--- src/rtl/qoi_stream_encoder_if.sv ---
// Pixel-in / byte-out handshake bundle for qoi_stream_encoder.
// The pixel source and byte sink connect through the master modport.
interface qoi_stream_encoder_if;
    logic [7:0] in_r;
    logic [7:0] in_g;
    logic [7:0] in_b;
    logic [7:0] in_a;
    logic       in_last;
    logic       in_valid;
    logic       in_ready;
    logic [7:0] out_data;
    logic       out_valid;
    logic       out_ready;
    logic       out_last;

    modport master (
        output in_r, in_g, in_b, in_a, in_last, in_valid, out_ready,
        input  in_ready, out_data, out_valid, out_last
    );

    modport slave (
        input  in_r, in_g, in_b, in_a, in_last, in_valid, out_ready,
        output in_ready, out_data, out_valid, out_last
    );
endinterface

--- src/rtl/qoi_stream_encoder.sv ---
// Streaming QOI chunk encoder: pixels in over valid/ready, one chunk byte out per cycle.
// Define QOI_END_MARKER_EN to append the 8-byte end marker after each image's last pixel.
module qoi_stream_encoder #(
    parameter int CHANNELS = 4,
    parameter int MAX_RUN  = 62
) (
    input  logic                 clk,
    input  logic                 rst,
    qoi_stream_encoder_if.slave  bus
);
    typedef struct packed {
        logic [7:0] r;
        logic [7:0] g;
        logic [7:0] b;
        logic [7:0] a;
    } pixel_t;

    typedef enum logic {ACCEPT, EMIT} state_t;

`ifdef QOI_END_MARKER_EN
    localparam int PTR_W = 4;
`else
    localparam int PTR_W = 3;
`endif
    localparam int     BUF_DEPTH = 1 << PTR_W;
    localparam pixel_t PREV_INIT = {8'h00, 8'h00, 8'h00, 8'hFF};

    state_t             state;
    pixel_t             prev;
    pixel_t             index [64];
    logic [5:0]         run;
    logic [7:0]         buffer [BUF_DEPTH];
    logic [PTR_W-1:0]   len;
    logic [PTR_W-1:0]   rd_ptr;
    logic               img_last;
    logic [7:0]         data_q;
    logic               valid_q;
    logic               last_q;

    pixel_t             px;
    logic [5:0]         hash;
    logic [7:0]         dr, dg, db, dr_dg, db_dg;
    logic [39:0]        chunk;
    int                 chunk_len;
    logic [7:0]         nbuf [BUF_DEPTH];
    logic [PTR_W-1:0]   nlen;
    logic [5:0]         run_next;
    logic               accept;

    // in_ready depends only on state and reset, never on in_valid, so no comb loop with the source.
    assign bus.in_ready  = (state == ACCEPT) && rst;
    assign bus.out_data  = data_q;
    assign bus.out_valid = valid_q;
    assign bus.out_last  = last_q;
    assign accept        = bus.in_ready && bus.in_valid;

    function automatic logic in_range(input logic [7:0] v, input int lo, input int hi);
        return (int'($signed(v)) >= lo) && (int'($signed(v)) <= hi);
    endfunction

    always_comb begin
        px    = {bus.in_r, bus.in_g, bus.in_b, (CHANNELS == 3) ? 8'hFF : bus.in_a};
        hash  = 6'(px.r) * 6'd3 + 6'(px.g) * 6'd5 + 6'(px.b) * 6'd7 + 6'(px.a) * 6'd11;
        dr    = px.r - prev.r;
        dg    = px.g - prev.g;
        db    = px.b - prev.b;
        dr_dg = dr - dg;
        db_dg = db - dg;
    end

    // NOTE: every always_comb output gets a default first so no path can infer a latch.
    always_comb begin
        chunk     = '0;
        chunk_len = 0;
        if (index[hash] == px) begin
            chunk     = {2'b00, hash, 32'h0};
            chunk_len = 1;
        end else if (px.a != prev.a) begin
            chunk     = {8'hFF, px.r, px.g, px.b, px.a};
            chunk_len = 5;
        end else if (in_range(dr, -2, 1) && in_range(dg, -2, 1) && in_range(db, -2, 1)) begin
            chunk     = {2'b01, 2'(dr + 8'd2), 2'(dg + 8'd2), 2'(db + 8'd2), 32'h0};
            chunk_len = 1;
        end else if (in_range(dg, -32, 31) && in_range(dr_dg, -8, 7) && in_range(db_dg, -8, 7)) begin
            chunk     = {2'b10, 6'(dg + 8'd32), 4'(dr_dg + 8'd8), 4'(db_dg + 8'd8), 24'h0};
            chunk_len = 2;
        end else begin
            chunk     = {8'hFE, px.r, px.g, px.b, 8'h00};
            chunk_len = 4;
        end
    end

    always_comb begin
        nbuf     = '{default: '0};
        nlen     = '0;
        run_next = run;
        if (px == prev) begin
            if (!bus.in_last && (int'(run) + 1 < MAX_RUN)) begin
                run_next = run + 6'd1;
            end else begin
                nbuf[0]  = {2'b11, run};
                nlen     = PTR_W'(1);
                run_next = '0;
            end
        end else begin
            run_next = '0;
            if (run != '0) begin
                nbuf[0] = {2'b11, run - 6'd1};
                nlen    = PTR_W'(1);
            end
            for (int i = 0; i < 5; i++) begin
                if (i < chunk_len) begin
                    nbuf[nlen] = chunk[39 - 8*i -: 8];
                    nlen       = nlen + 1'b1;
                end
            end
        end
`ifdef QOI_END_MARKER_EN
        if (bus.in_last) begin
            for (int i = 0; i < 8; i++) begin
                nbuf[nlen] = (i == 7) ? 8'h01 : 8'h00;
                nlen       = nlen + 1'b1;
            end
        end
`endif
    end

    // NOTE: the byte buffer needs no reset (always written before it is read); the index
    // table does, because a cleared table is visible through INDEX hits on the next pixel.
    always_ff @(posedge clk) begin
        if (accept) begin
            buffer <= nbuf;
        end
    end

    always_ff @(posedge clk) begin
        if (!rst) begin
            state    <= ACCEPT;
            prev     <= PREV_INIT;
            run      <= '0;
            len      <= '0;
            rd_ptr   <= '0;
            img_last <= 1'b0;
            data_q   <= '0;
            valid_q  <= 1'b0;
            last_q   <= 1'b0;
            for (int i = 0; i < 64; i++) begin
                index[i] <= '0;
            end
        end else begin
            case (state)
                ACCEPT: begin
                    if (bus.in_valid) begin
                        prev        <= px;
                        index[hash] <= px;
                        run         <= run_next;
                        if (nlen != '0) begin
                            state    <= EMIT;
                            len      <= nlen;
                            rd_ptr   <= PTR_W'(1);
                            img_last <= bus.in_last;
                            data_q   <= nbuf[0];
                            valid_q  <= 1'b1;
                            last_q   <= bus.in_last && (nlen == PTR_W'(1));
                        end
                    end
                end
                EMIT: begin
                    if (bus.out_ready) begin
                        if (rd_ptr == len) begin
                            state   <= ACCEPT;
                            valid_q <= 1'b0;
                            last_q  <= 1'b0;
                            if (img_last) begin
                                prev <= PREV_INIT;
                                run  <= '0;
                                for (int i = 0; i < 64; i++) begin
                                    index[i] <= '0;
                                end
                            end
                        end else begin
                            data_q <= buffer[rd_ptr];
                            last_q <= img_last && ((rd_ptr + 1'b1) == len);
                            rd_ptr <= rd_ptr + 1'b1;
                        end
                    end
                end
                default: state <= ACCEPT;
            endcase
        end
    end
endmodule
--- src/flat_wrapper.sv ---
// flat-port wrapper written by rule: the top's interface ports become plain ports
module qoi_stream_encoder_flat 
#(
    parameter int CHANNELS = 4,
    parameter int MAX_RUN  = 62
)
  (clk, rst, bus_in_r, bus_in_g, bus_in_b, bus_in_a, bus_in_last, bus_in_valid, bus_out_ready, bus_in_ready, bus_out_data, bus_out_valid, bus_out_last);
  qoi_stream_encoder_if bus_i ();
  input  logic clk;
  input  logic rst;
  input wire logic [$bits(bus_i.in_r)-1:0] bus_in_r;
  input wire logic [$bits(bus_i.in_g)-1:0] bus_in_g;
  input wire logic [$bits(bus_i.in_b)-1:0] bus_in_b;
  input wire logic [$bits(bus_i.in_a)-1:0] bus_in_a;
  input wire logic [$bits(bus_i.in_last)-1:0] bus_in_last;
  input wire logic [$bits(bus_i.in_valid)-1:0] bus_in_valid;
  input wire logic [$bits(bus_i.out_ready)-1:0] bus_out_ready;
  output wire logic [$bits(bus_i.in_ready)-1:0] bus_in_ready;
  output wire logic [$bits(bus_i.out_data)-1:0] bus_out_data;
  output wire logic [$bits(bus_i.out_valid)-1:0] bus_out_valid;
  output wire logic [$bits(bus_i.out_last)-1:0] bus_out_last;
  assign bus_i.in_r = bus_in_r;
  assign bus_i.in_g = bus_in_g;
  assign bus_i.in_b = bus_in_b;
  assign bus_i.in_a = bus_in_a;
  assign bus_i.in_last = bus_in_last;
  assign bus_i.in_valid = bus_in_valid;
  assign bus_i.out_ready = bus_out_ready;
  assign bus_in_ready = bus_i.in_ready;
  assign bus_out_data = bus_i.out_data;
  assign bus_out_valid = bus_i.out_valid;
  assign bus_out_last = bus_i.out_last;
  qoi_stream_encoder #(.CHANNELS(CHANNELS), .MAX_RUN(MAX_RUN)) u_core (.clk(clk), .rst(rst), .bus(bus_i));
endmodule
--- config.mk ---
export PLATFORM = sky130hd
export DESIGN_NAME = qoi_stream_encoder_flat
export DESIGN_NICKNAME = d
export VERILOG_FILES = /design/src/rtl/qoi_stream_encoder_if.sv /design/src/rtl/qoi_stream_encoder.sv /design/src/flat_wrapper.sv
export SDC_FILE = /design/constraint.sdc
export NUM_CORES = 2
export LEC_CHECK = 0
export BUFFER_PORTS_ARGS = -buffer_cell sky130_fd_sc_hd__buf_2
export CELL_PAD_IN_SITES_DETAIL_PLACEMENT = 2
export CELL_PAD_IN_SITES_GLOBAL_PLACEMENT = 2
export CORE_ASPECT_RATIO = 0.5
export CORE_MARGIN = 2
export CORE_UTILIZATION = 43
export DETAILED_ROUTE_END_ITERATION = 8
export PLACE_DENSITY = 0.74
export SYNTH_ARGS = -nofsm -noshare
export SYNTH_HDL_FRONTEND = slang
export SYNTH_SLANG_ARGS = --single-unit
--- constraint.sdc ---
create_clock -name clk -period 9.1 [get_ports clk]
set_input_delay 0.455 -clock clk [delete_from_list [all_inputs] [get_ports clk]]
set_output_delay 0.455 -clock clk [all_outputs]
set_load 0.05 [all_outputs]
======== Word-level counts from Yosys, hierarchy flattened ========
Memory sizes are Yosys's and may differ from the RTL's.
Index checks and enable logic that the tools add are counted.
storage, ports and cells
  register bits after elaboration ......... 120
  bits in writable memories ............... 2048
  input bits .............................. 37
  output and inout bits ................... 11
  logic and storage cells ................. 356
  memories kept ........................... 1
memories
  name          words  width  rd ports  clocked after Yosys merged registers in  wr ports  RTL line                  text
  u_core.index  64     32     1         0                                        64        qoi_stream_encoder.sv:30  pixel_t index [64];
cells by class
  add/subtract/negate cells ............... 23
  $mul .................................... 4
  $lt $le $gt $ge ......................... 29
  equality and inequality tests ........... 12
  multiplexer cells ....................... 167
  bitwise gates (word level) .............. 71
  reduce and logical (&&, ||, !) cells .... 29
operators by type and width
  cell                   number
  $mux W32               72
  $mux W64               9
  $bwmux W64             5
  $demux W8 S3           5
  $mux W40               3
  $mux W8                15
  $eq A32 B32 Y1         2
  $lt A3 B32 Y1 const A  2
  $or A1 B1 Y1           64
  $pmux W32 S2           1
  $mux W3                16
  $mux W6                7
  $sub A8 B8 Y8          5
  $mux W39               1
  $lt A1 B32 Y1 const A  1
  $lt A2 B32 Y1 const A  1
  $lt A32 B7 Y1 const B  1
  $lt A4 B32 Y1 const A  1
  $reduce_or A32 Y1      1
  $mux W1                26
  $bmux W8 S3            1
  $ge A4 B4 Y1 const B   6
  $ge A8 B2 Y1 const B   3
  $le A8 B2 Y1 const B   3
  other kinds (32)       84

======== Logic depth before layout (Yosys ltp) ========
  depth after elaboration ................. 33
  mapped depth ............................ 42
  gate-level depth less buffers ........... 35

======== Worst setup path before layout ========
Ideal clock, no wire load.
  kind .................................... input -> register
  from .................................... in bus_in_b[2]
  to ...................................... reg u_core.data_q[3], in the netlist u_core.bus.out_data[3]
  library setup time ...................... 0.122 ns
  data arrival time ....................... 9.715 ns
  data required time ...................... 8.978 ns
  path slack .............................. -0.737 ns
  stages .................................. 39
  path buffers ............................ 7
  path through ............................ clkbuf_1 clkinv_1 clkbuf_1 fa_1 inv_1 fa_1 inv_1 fa_1 fa_1 fa_1 inv_1 ha_1 xor2_1 and2_1 buf_2 clkbuf_1 a221oi_1 mux4_2 [3 not listed] a31o_2 buf_2 xnor2_1 ha_1 clkbuf_1 inv_1 a21oi_1 ha_1 inv_1 a21oi_1 ha_1 nor2_1 o21a_1 a211oi_2 o41a_1 buf_6 nor2_2 o311a_1
between the ends
  cells in the longest elaborated chain, start to end .. 32
RTL lines
  item                                                      RTL line                   text
  start, declared                                           flat_wrapper.sv:13         input wire logic [$bits(bus_i.in_b)-1:0] bus_in_b;
  branches (longest 32 deep; another with $mem_v2 Z64 W32)  -
  end signal, assigned                                      qoi_stream_encoder.sv:162  data_q <= nbuf[0];
  end signal, assigned                                      qoi_stream_encoder.sv:182  data_q <= buffer[rd_ptr];
  end, declared                                             qoi_stream_encoder.sv:36   logic [7:0] data_q;
Parallel ways; which one is timed is not known. The select of a mux whose other input is x is not followed.
A chain may end at the register's enable or synchronous reset.

======== Worst setup path in the final report ========
  from .................................... in bus_in_b[3]
  to ...................................... reg u_core.data_q[3], in the netlist u_core.bus.out_data[3]
Same word-level chain as after synthesis.

==> impl_metrics.json <==
{
  "status": "finished, violations left",
  "violations": "negative setup slack",
  "maxCapViolations": 0,
  "worst-setup-path-type": "in -> reg",
  "wl_per_cell_um": 43.2,
  "rsz0062_at_grt": "yes",
  "met2_length_um": 198000,
  "synth_top_area_frac": 0.618,
  "synth_top_area_cell": "edfxtp_1",
  "vias": 73294,
  "fmax_mhz": 109,
  "critPathSlowestCell": "fa_1",
  "postSynthAreaPerCell_sq_um": 14.3,
  "io_pins": 48,
  "cts_max_level": 4,
  "timing.rr.start": "u_core.prev[16]",
  "drv_slew": 0,
  "synthTopCellsByArea": "edfxtp_1, mux4_2, nor3_1, and2_1, clkbuf_1",
  "fin_crit_ns": 9.17,
  "post-route-util": 0.496,
  "cts_sinks": 2168,
  "synth_xor_area_frac": 0.00928,
  "worst-path-max-fanout": 13,
  "synthAdderAreaFrac": 0.0130,
  "critPathArrivalTime_ns": 9.89,
  "final_antenna_net_count": 0,
  "dieWidth_um": 695,
  "ir_worst_vdd_uv": 724,
  "drt_wl_total_um": 461000,
  "hold_viol": 0,
  "synth_cell_type_count": 93,
  "async_flop_share": 0,
  "die_y_um": 350,
  "clkSlewWorstSetupHoldPaths_ns": 0.06,
  "synth_ff_type": "edfxtp_1",
  "syn-num-nets": 7326,
  "cts_tree": "done",
  "synth_mux_area_frac": 0.133,
  "start_util": 0.434,
  "drc": 0,
  "final_nets": 7425,
  "worst_slew_pin_slew_ns": 1.39,
  "synthCells": 7199,
  "cp-end-kind": "flip-flop",
  "reg2reg_depth": 26,
  "hold_depth": 4,
  "coreArea_sq_um": 237000,
  "dpl.hpwl_um": 313000,
  "postLayoutSetupSlackWorst_ns": -0.0741,
  "slew_headroom": 0.0720,
  "synth_edf_count": 2112,
  "rows": 126,
  "wl_met1_um": 173000,
  "cp_data_required_time_ns": 9.82,
  "slowest_delay_ns": 0.58,
  "drive_gt1_frac": 0.236,
  "grt_pass1_wl_um": 632000,
  "drtPass1Iterations": 6,
  "routabilityCongestion": 0.999,
  "skew_ns": 0.0989,
  "via_per_inst": 6.86,
  "area_delta_synth_final_pct": 14.2,
  "track_usage": 0.374,
  "placed_area_sq_um": 110000,
  "synthSimpleGateAreaFrac": 0.138,
  "antenna_found_initial": 66,
  "ys_warn_count": 0,
  "clockBufferDepth": 4,
  "cts_inserted_buffers": 206,
  "synth-seq-cells": 2168,
  "cts-root-buf": "clkbuf_16",
  "grt_max_degree": 113,
  "setup_viol": 1,
  "post-route-cell-area_sq_um": 117000,
  "highest_layer": "met5",
  "synth_area_sq_um": 103000,
  "synth-compound-area-share": 0.0408,
  "drtIter0Drc": 12168,
  "min_from": "bus_in_valid",
  "cp-start-kind": "primary input",
  "hold_class": "in -> reg",
  "clk_latency_ns": 0.92,
  "synth_top_family_by_area": "simple AND/OR/NAND/NOR gates",
  "fin_crit_sh": 1.01,
  "wl_met3_um": 70000,
  "grt_overflow": 0,
  "yosysSeqAreaShare": 0.629,
  "die_area_sq_um": 243000,
  "cellLeakagePower_uw": 0.0403,
  "portBuffers": 47,
  "grt_pass1_vias": 74395,
  "setup.worst_path.start": "bus_in_b[3]",
  "power_density_nw_per_um2": 449
}
## power breakdown
part | switching [uW] | internal (uW)
sequential | 326 | 11900
clock | 4190 | 4650
combinational | 20800 | 10700
total | 25300 | 27300
## kinds of logic (layout without fill, tap and decap cells)
| logic type | after synthesis | count (layout) |
|---|---|---|
| buf+inv | 934 | 1196 |
| xor+xnor | 105 | 105 |
| simple gates | 2654 | 2654 |
| compound gates | 582 | 582 |
| fa+ha+maj | 90 | 90 |
| flops | 2168 | 2168 |
| mux | 665 | 665 |
| other cells | 1 | 20 |
## placed cells by master (no fill, tap or decap), types with 39 or more instances in the layout
| master | synthesis | layout |
|---|---|---|
| o21ai_4 | 0 | 64 |
| nor2_1 | 193 | 186 |
| inv_1 | 96 | 75 |
| buf_12 | 0 | 80 |
| a22oi_1 | 114 | 103 |
| buf_4 | 46 | 588 |
| clkbuf_16 | 0 | 210 |
| mux2i_1 | 96 | 93 |
| nand3_1 | 47 | 43 |
| clkinv_1 | 5 | 48 |
| xnor2_1 | 72 | 69 |
| buf_2 | 85 | 44 |
| nor3_1 | 1249 | 1248 |
| edfxtp_1 | 2112 | 2112 |
| a32oi_1 | 39 | 39 |
| o22ai_1 | 42 | 41 |
| nand2_1 | 191 | 178 |
| ha_1 | 62 | 55 |
| mux4_2 | 557 | 557 |
| a21oi_1 | 59 | 55 |
| o21ai_0 | 115 | 51 |
| dfxtp_1 | 56 | 56 |
| and2_1 | 844 | 841 |
| clkbuf_1 | 674 | 55 |
## cells in the mapped netlist, types with 47 or more instances
master    instances
edfxtp_1       2112
nor3_1         1249
and2_1          844
clkbuf_1        674
mux4_2          557
nor2_1          193
nand2_1         191
o21ai_0         115
a22oi_1         114
inv_1            96
mux2i_1          96
buf_2            85
xnor2_1          72
ha_1             62
a21oi_1          59
dfxtp_1          56
nand3_1          47
## layout make-up
type	instances	area, sq um
clock buffer	263	5400
tap	3200	4000
antenna	19	47.5
fill	21703	119000
clock inverter	108	988
inverter	101	393
multi-input combinational	4097	35500
timing repair buffer	724	6410
sequential	2168	64500
## final timing paths
kind                                                to  slack, ns
worst min register to register         u_core.prev[26]       0.47
worst max-delay path            u_core.bus.out_data[3]      -0.07
worst max register to register  u_core.bus.out_data[3]       1.58
worst min-delay path                    u_core.prev[7]       0.14
## critical path, delay by kind of cell
family                   cells  cell delay [ns]
adder cells (fa/ha/maj)      8             3.65
AO/OA/AOI/OAI                9             2.28
AND/OR/NAND/NOR              7             1.47
buffers and inverters       10             1.23
XOR/XNOR                     4             0.80
## per-stage QoR
stage          worst slack [ns]  hold slack [ns]  std cells  total power (uW)  setup TNS [ns]
2_1_floorplan           0.00983            0.429       7199             27900               0
3_3_place_gp             -0.959            0.447      10270             40500          -54.07
3_5_place_dp              -1.16            0.460      10270             41700          -70.67
4_1_cts                -0.00903           0.0926      10647             50700        -0.00903
5_1_grt                  -0.234            0.124      10662             53600           -2.21
6_report                -0.0741            0.141      10680             52600         -0.0741
## per-layer routing
metal | global-route usage | up-vias
li1 | - | 27824
met1 | 0.504 | 39026
met2 | 0.544 | 5456
met3 | 0.155 | 938
met4 | 0.139 | 50
met5 | 0 | -
## registers in the layout, indices dropped and copies added, names as in the netlist
register,count
u_core.img_last,1
u_core.len,3
u_core.bus.out_data,8
u_core.index,2048
u_core.bus.out_valid,1
u_core.state,1
u_core.buffer,64
u_core.bus.out_last,1
u_core.prev,32
u_core.rd_ptr,3
u_core.run,6
## what timing repair did
action | 4_1_cts | 5_1_grt
setup buffers | 3 | 11
gates resized for setup | 7 | 54
pin swaps | 4 | 30
setup endpoints to repair | 35 | 73
hold endpoints to repair | 7 | 0
gates cloned | 0 | 3
hold buffers | 3 | 0
Power figures use the tool's default switching activity.
